[config.mk]
export PLATFORM = sky130hd
export DESIGN_NAME = fifo_rd_stream
export DESIGN_NICKNAME = d
export VERILOG_FILES = /design/src/rtl/fifo_pkg.sv /design/src/rtl/fifo_skid_buf.sv /design/src/rtl/fifo_rd_stream.sv
export SDC_FILE = /design/constraint.sdc
export NUM_CORES = 1
export LEC_CHECK = 0
export ABC_AREA = 1
export BUFFER_PORTS_ARGS = -buffer_cell sky130_fd_sc_hd__buf_2
export CAP_MARGIN = 20
export CORE_MARGIN = 1.5
export CORE_UTILIZATION = 55
export DETAILED_ROUTE_END_ITERATION = 8
export PLACE_DENSITY = 0.81
export SLEW_MARGIN = 20
export SYNTH_ARGS = -nofsm -noshare
export SYNTH_HDL_FRONTEND = slang
export SYNTH_SLANG_ARGS = --single-unit
[constraint.sdc]
create_clock -name rd_clk -period 5.4 [get_ports rd_clk]
set_clock_uncertainty 0.05 [all_clocks]
set_input_delay 0.27 -clock rd_clk [delete_from_list [all_inputs] [get_ports rd_clk]]
set_output_delay 0.27 -clock rd_clk [all_outputs]
set_load 0.02 [all_outputs]
[src/rtl/fifo_pkg.sv]
// rtl/fifo_pkg.sv - shared widths, latency and skid-depth constants for the FIFO read-side stream engine
package fifo_pkg;
   localparam int DEFAULT_WIDTH   = 32;
   localparam int FIFO_RD_LATENCY = 1;
   localparam int SKID_DEPTH      = 2;

   typedef logic [1:0] count_t;

   function automatic int beat_width(input int pkt_len);
      return (pkt_len > 1) ? $clog2(pkt_len) : 1;
   endfunction
endpackage

[src/rtl/fifo_skid_buf.sv]
// rtl/fifo_skid_buf.sv - two-entry output buffer; slot0 is the head and drives the stream data
module fifo_skid_buf
   import fifo_pkg::*;
#(
   parameter int WIDTH = DEFAULT_WIDTH
) (
   input  logic             clk,
   input  logic             rst,
   input  logic             wr_valid,
   input  logic [WIDTH-1:0] wr_data,
   input  logic             rd_ready,
   output logic             rd_valid,
   output logic [WIDTH-1:0] rd_data,
   output logic             pop,
   output count_t           count
);
   logic [WIDTH-1:0] slot0;
   logic [WIDTH-1:0] slot1;
   count_t           after_pop;

   assign rd_valid  = (count != 2'd0);
   assign pop       = rd_valid & rd_ready;
   assign after_pop = count - count_t'(pop);
   assign rd_data   = slot0;

   // The capture is ordered after the shift so a word landing in an emptied buffer wins slot0.
   always_ff @(posedge clk or posedge rst) begin
      if (rst) begin
         count <= '0;
         slot0 <= '0;
         slot1 <= '0;
      end else begin
         count <= after_pop + count_t'(wr_valid);
         if (pop)
            slot0 <= slot1;
         if (wr_valid) begin
            if (after_pop == 2'd0)
               slot0 <= wr_data;
            else
               slot1 <= wr_data;
         end
      end
   end
endmodule

[src/rtl/fifo_rd_stream.sv]
// rtl/fifo_rd_stream.sv - drains a FIFO read port into a valid/ready stream; m_last built only with FIFO_RD_LAST_EN
module fifo_rd_stream
   import fifo_pkg::*;
#(
   parameter int WIDTH   = DEFAULT_WIDTH,
   parameter int PKT_LEN = 16
) (
   input  logic             rd_clk,
   input  logic             rd_rst,
   output logic             fifo_rd_en,
   input  logic             fifo_empty,
   input  logic [WIDTH-1:0] fifo_rd_data,
   output logic             m_valid,
   input  logic             m_ready,
   output logic [WIDTH-1:0] m_data,
   output logic             m_last
);
   logic       inflight;
   logic       pop;
   count_t     count;
   logic [2:0] occupancy;

   if (PKT_LEN < 1 || FIFO_RD_LATENCY != 1) begin : g_bad_cfg
      $error("fifo_rd_stream: PKT_LEN must be >= 1 and the FIFO read latency must be 1");
   end

   // Words already owned (buffered or in flight) after this cycle's pop must leave room for one more.
   assign occupancy  = {1'b0, count} + {2'b00, inflight} - {2'b00, pop};
   assign fifo_rd_en = ~rd_rst & ~fifo_empty & (occupancy < 3'(SKID_DEPTH));

   always_ff @(posedge rd_clk or posedge rd_rst) begin
      if (rd_rst)
         inflight <= 1'b0;
      else
         inflight <= fifo_rd_en;
   end

   fifo_skid_buf #(
      .WIDTH(WIDTH)
   ) u_skid (
      .clk      (rd_clk),
      .rst      (rd_rst),
      .wr_valid (inflight),
      .wr_data  (fifo_rd_data),
      .rd_ready (m_ready),
      .rd_valid (m_valid),
      .rd_data  (m_data),
      .pop      (pop),
      .count    (count)
   );

`ifdef FIFO_RD_LAST_EN
   localparam int            BW       = beat_width(PKT_LEN);
   localparam logic [BW-1:0] BEAT_MAX = BW'(PKT_LEN - 1);

   logic [BW-1:0] beat;

   always_ff @(posedge rd_clk or posedge rd_rst) begin
      if (rd_rst)
         beat <= '0;
      else if (pop)
         beat <= (beat == BEAT_MAX) ? '0 : beat + BW'(1);
   end

   assign m_last = m_valid & (beat == BEAT_MAX);
`else
   assign m_last = 1'b0;
`endif
endmodule

==> impl_results.md <==
* Final min period at 2.63 ns
* F_max at 0.380 GHz
* Maximum VDD drop at 0.395 mV
* Register area share after synthesis at 53.0%
* Final setup TNS at 0 ns
* Syn. warnings at 0
* Met2 WL at ~3.4 mm
* Clock sinks at 67
* Placed cell count at 524
* Max incr delay on CP at 0.52 ns
* R2r setup slk at 2.90 ns
* Core box area at 5540 sq um
* Max-Cap Viols at 0
* CP Cell Sequence: buf_2 > nand3_2 > nand2_1 > ha_1 > inv_1 > fa_1 > nand2_1 > nor3_1 > buf_2
* RSZ-0062 raised after global routing: false
* I/O pins at 71
* Highest metal used: met4
* DR vias/cell at about 5
* Clock-pin slew on the worst setup and hold paths at approximately 0.07 ns
* Metal3 WL at 420 microns
* Reg-to-Reg Start: u_skid.count[1]
* Row count at 27
* Final wirelength at ~7.0 mm
* Fill cells at 516
* WL/cell at approximately 13 microns
* Pin count of the biggest net entering global routing at 69
* Worst Setup SP: m_ready
* R2r worst-path depth at 7
* TritonCTS clock tree: yes
* Clock Latency Late Sink at between 0.3 and 0.4 ns
* Post-Syn Area per Cell at 7.77 sq um
* Synth Instances at approximately 410
* CTS Hold Buffers Added at 0
* CP max FO at 35
* First-pass GRT wire length at between 10 and 15 mm
* Placer congestion estimate at approximately 0.75
* Yosys reg bits at 67
* Post-Syn Nets at 446
* Root Buffer: clkbuf_8
* Initial antenna violation count at 0
* Area of the mapped netlist at between 3000 and 4000 sq um
* Initial DRC Count at roughly 250
* Worst Setup Path Type: input pin to primary output
* Worst slew pin tran at around 0.83 ns
* Non-Filler Instances at 540
* Hold Fails Final Rpt at 0
* CP endpoint kind: primary output
* Total CTS buffers at 9
* CP startpoint kind: input pin
* CTS resizes at 0
* Die height at just under 80 microns
* CP Data Required Time at around 5.1 ns
* Die Wd at approximately 80 microns
* Routed Antenna Nets at 0
* Number of port buffers at 69
* Arrival @ worst endpoint at 2.31 ns
* Area growth syn-to-layout at 15.8%
* Hold WC Path Type: input pin to flop
* Fin nets at 502
* DRC Markers at 0
* WP buf/inv at 3
* M1 WL at between 3 and 4 mm
* Reg-to-reg endpoint: u_skid.rd_data[3]
* Gr usage total at ~24%
* Finish-stage setup viols at 0
* N_diodes at 0
* Post-CTS Repair Setup Buffers at 0
* Clock buffer depth at 2
* Pre-Repair DR Iteration Count at 4
* Max Slew Vio Count at 0
* Post-DP HPWL at 4.34 mm
* Grt total ovfl at 0
* CP endpoint: fifo_rd_en
* Distinct cell type count after synthesis at 19
* Status: complete, no violations
* Worst path depth at 9
* Die ar. at 6210 sq um
* Final worst path period share at 48.8%
* Layout cell share with drive strength beyond 1 at between 20 and 25%
* Vias in the first global route at ~2600
* CTS H-Tree Depth at 3
* Power Density at 572 nW/um^2
* Max transition margin at 44.5%
* Vias at 2750
* Starting Density at between 50% and 60%
* Crit path max-delay cell type: buf_2
* Largest delay share family, worst path: buffers and inverters
* Leakage Power at between 2 and 2.5 nW
## where the power goes
group | switching (mW) | total, mW | internal (mW)
clock network | 0.179 | 0.396 | 0.217
registers | 0.112 | 0.822 | 0.710
logic | 0.594 | 0.876 | 0.282
total | 0.886 | 2.09 | 1.21
## per-stage QoR
step | setup slack [ns] | hold WS (ns) | instance area, sq um | power (mW) | util [%]
after global routing | 2.59 | 0.0486 | 3660 | 2.26 | 66.1
after global placement | 2.61 | 0.390 | 3470 | 1.67 | 62.6
final | 2.77 | 0.0433 | 3660 | 2.09 | 66.1
after detailed placement | 2.54 | 0.391 | 3470 | 1.70 | 62.6
after floorplan | 2.71 | 0.330 | 3160 | 1.49 | -
after CTS | 2.75 | 0.0334 | 3660 | 2.11 | 66.0
## kinds of logic after synthesis
kind of cell / after synthesis / share of synthesized area [%]
xor+xnor: 1 / 0.277
simple gates: 299 / 39.3
buf+inv: 36 / 5.90
fa+ha+maj: 3 / 1.42
other cells: 1 / 0.119
flops: 67 / 53.0
## flip-flops by register name, summed over array words and instances (netlist names)
signal and cells:
u_skid.rd_data 32, u_skid.count 2, u_skid.slot1 32, inflight 1
## routing by layer
| metal | global-route usage [%] | vias up |
|---|---|---|
| met5 | 0 | - |
| met4 | 10.9 | 0 |
| met3 | 5.06 | 11 |
| met2 | 39.4 | 102 |
| met1 | 31.8 | 1257 |
| li1 | - | 1380 |
## worst min-delay path by stage
stage / cells past startpoint / endpoint / slack (ns) / startpoint
after floorplan: 2 / u_skid.rd_data[0] / 0.33 / fifo_rd_data[0]
after global placement: 2 / inflight / 0.39 / fifo_empty
after detailed placement: 2 / inflight / 0.39 / fifo_empty
after CTS: 2 / inflight / 0.03 / fifo_empty
after global routing: 2 / inflight / 0.05 / fifo_empty
final: 2 / inflight / 0.04 / fifo_empty
## placed cells by master, fill, tap and decap left out, drive strengths merged
cell    count
inv         9
clkbuf     15
buf        72
fa          1
nor2        1
nand3      66
clkinv      1
conb        1
dfrtp      67
nand2     230
ha          2
nor3        1
xor2        1
nand4       1
## Yosys cell counts (all sizes together)
cell type,instances,area [sq um]
buf,22,134
inv,9,33.8
fa,1,20.0
conb,1,3.75
ha,2,25.0
nor3,1,5.00
nor2,1,11.3
nand4,1,6.26
dfrtp,67,1680
nand2,230,871
xor2,1,8.76
nand3,66,348
clkbuf,5,18.8
## layout make-up
type,count,area [sq um],share of cell area (%)
Sequential cell,67,1680,45.8
Tap cell,72,90.1,2.46
Multi-Input combinational cell,304,1300,35.5
Inverter,9,33.8,0.923
Clock inverter,1,5.00,0.137
Timing Repair Buffer,72,368,10.0
Clock buffer,15,186,5.09
Power figures use the tool's default switching activity.
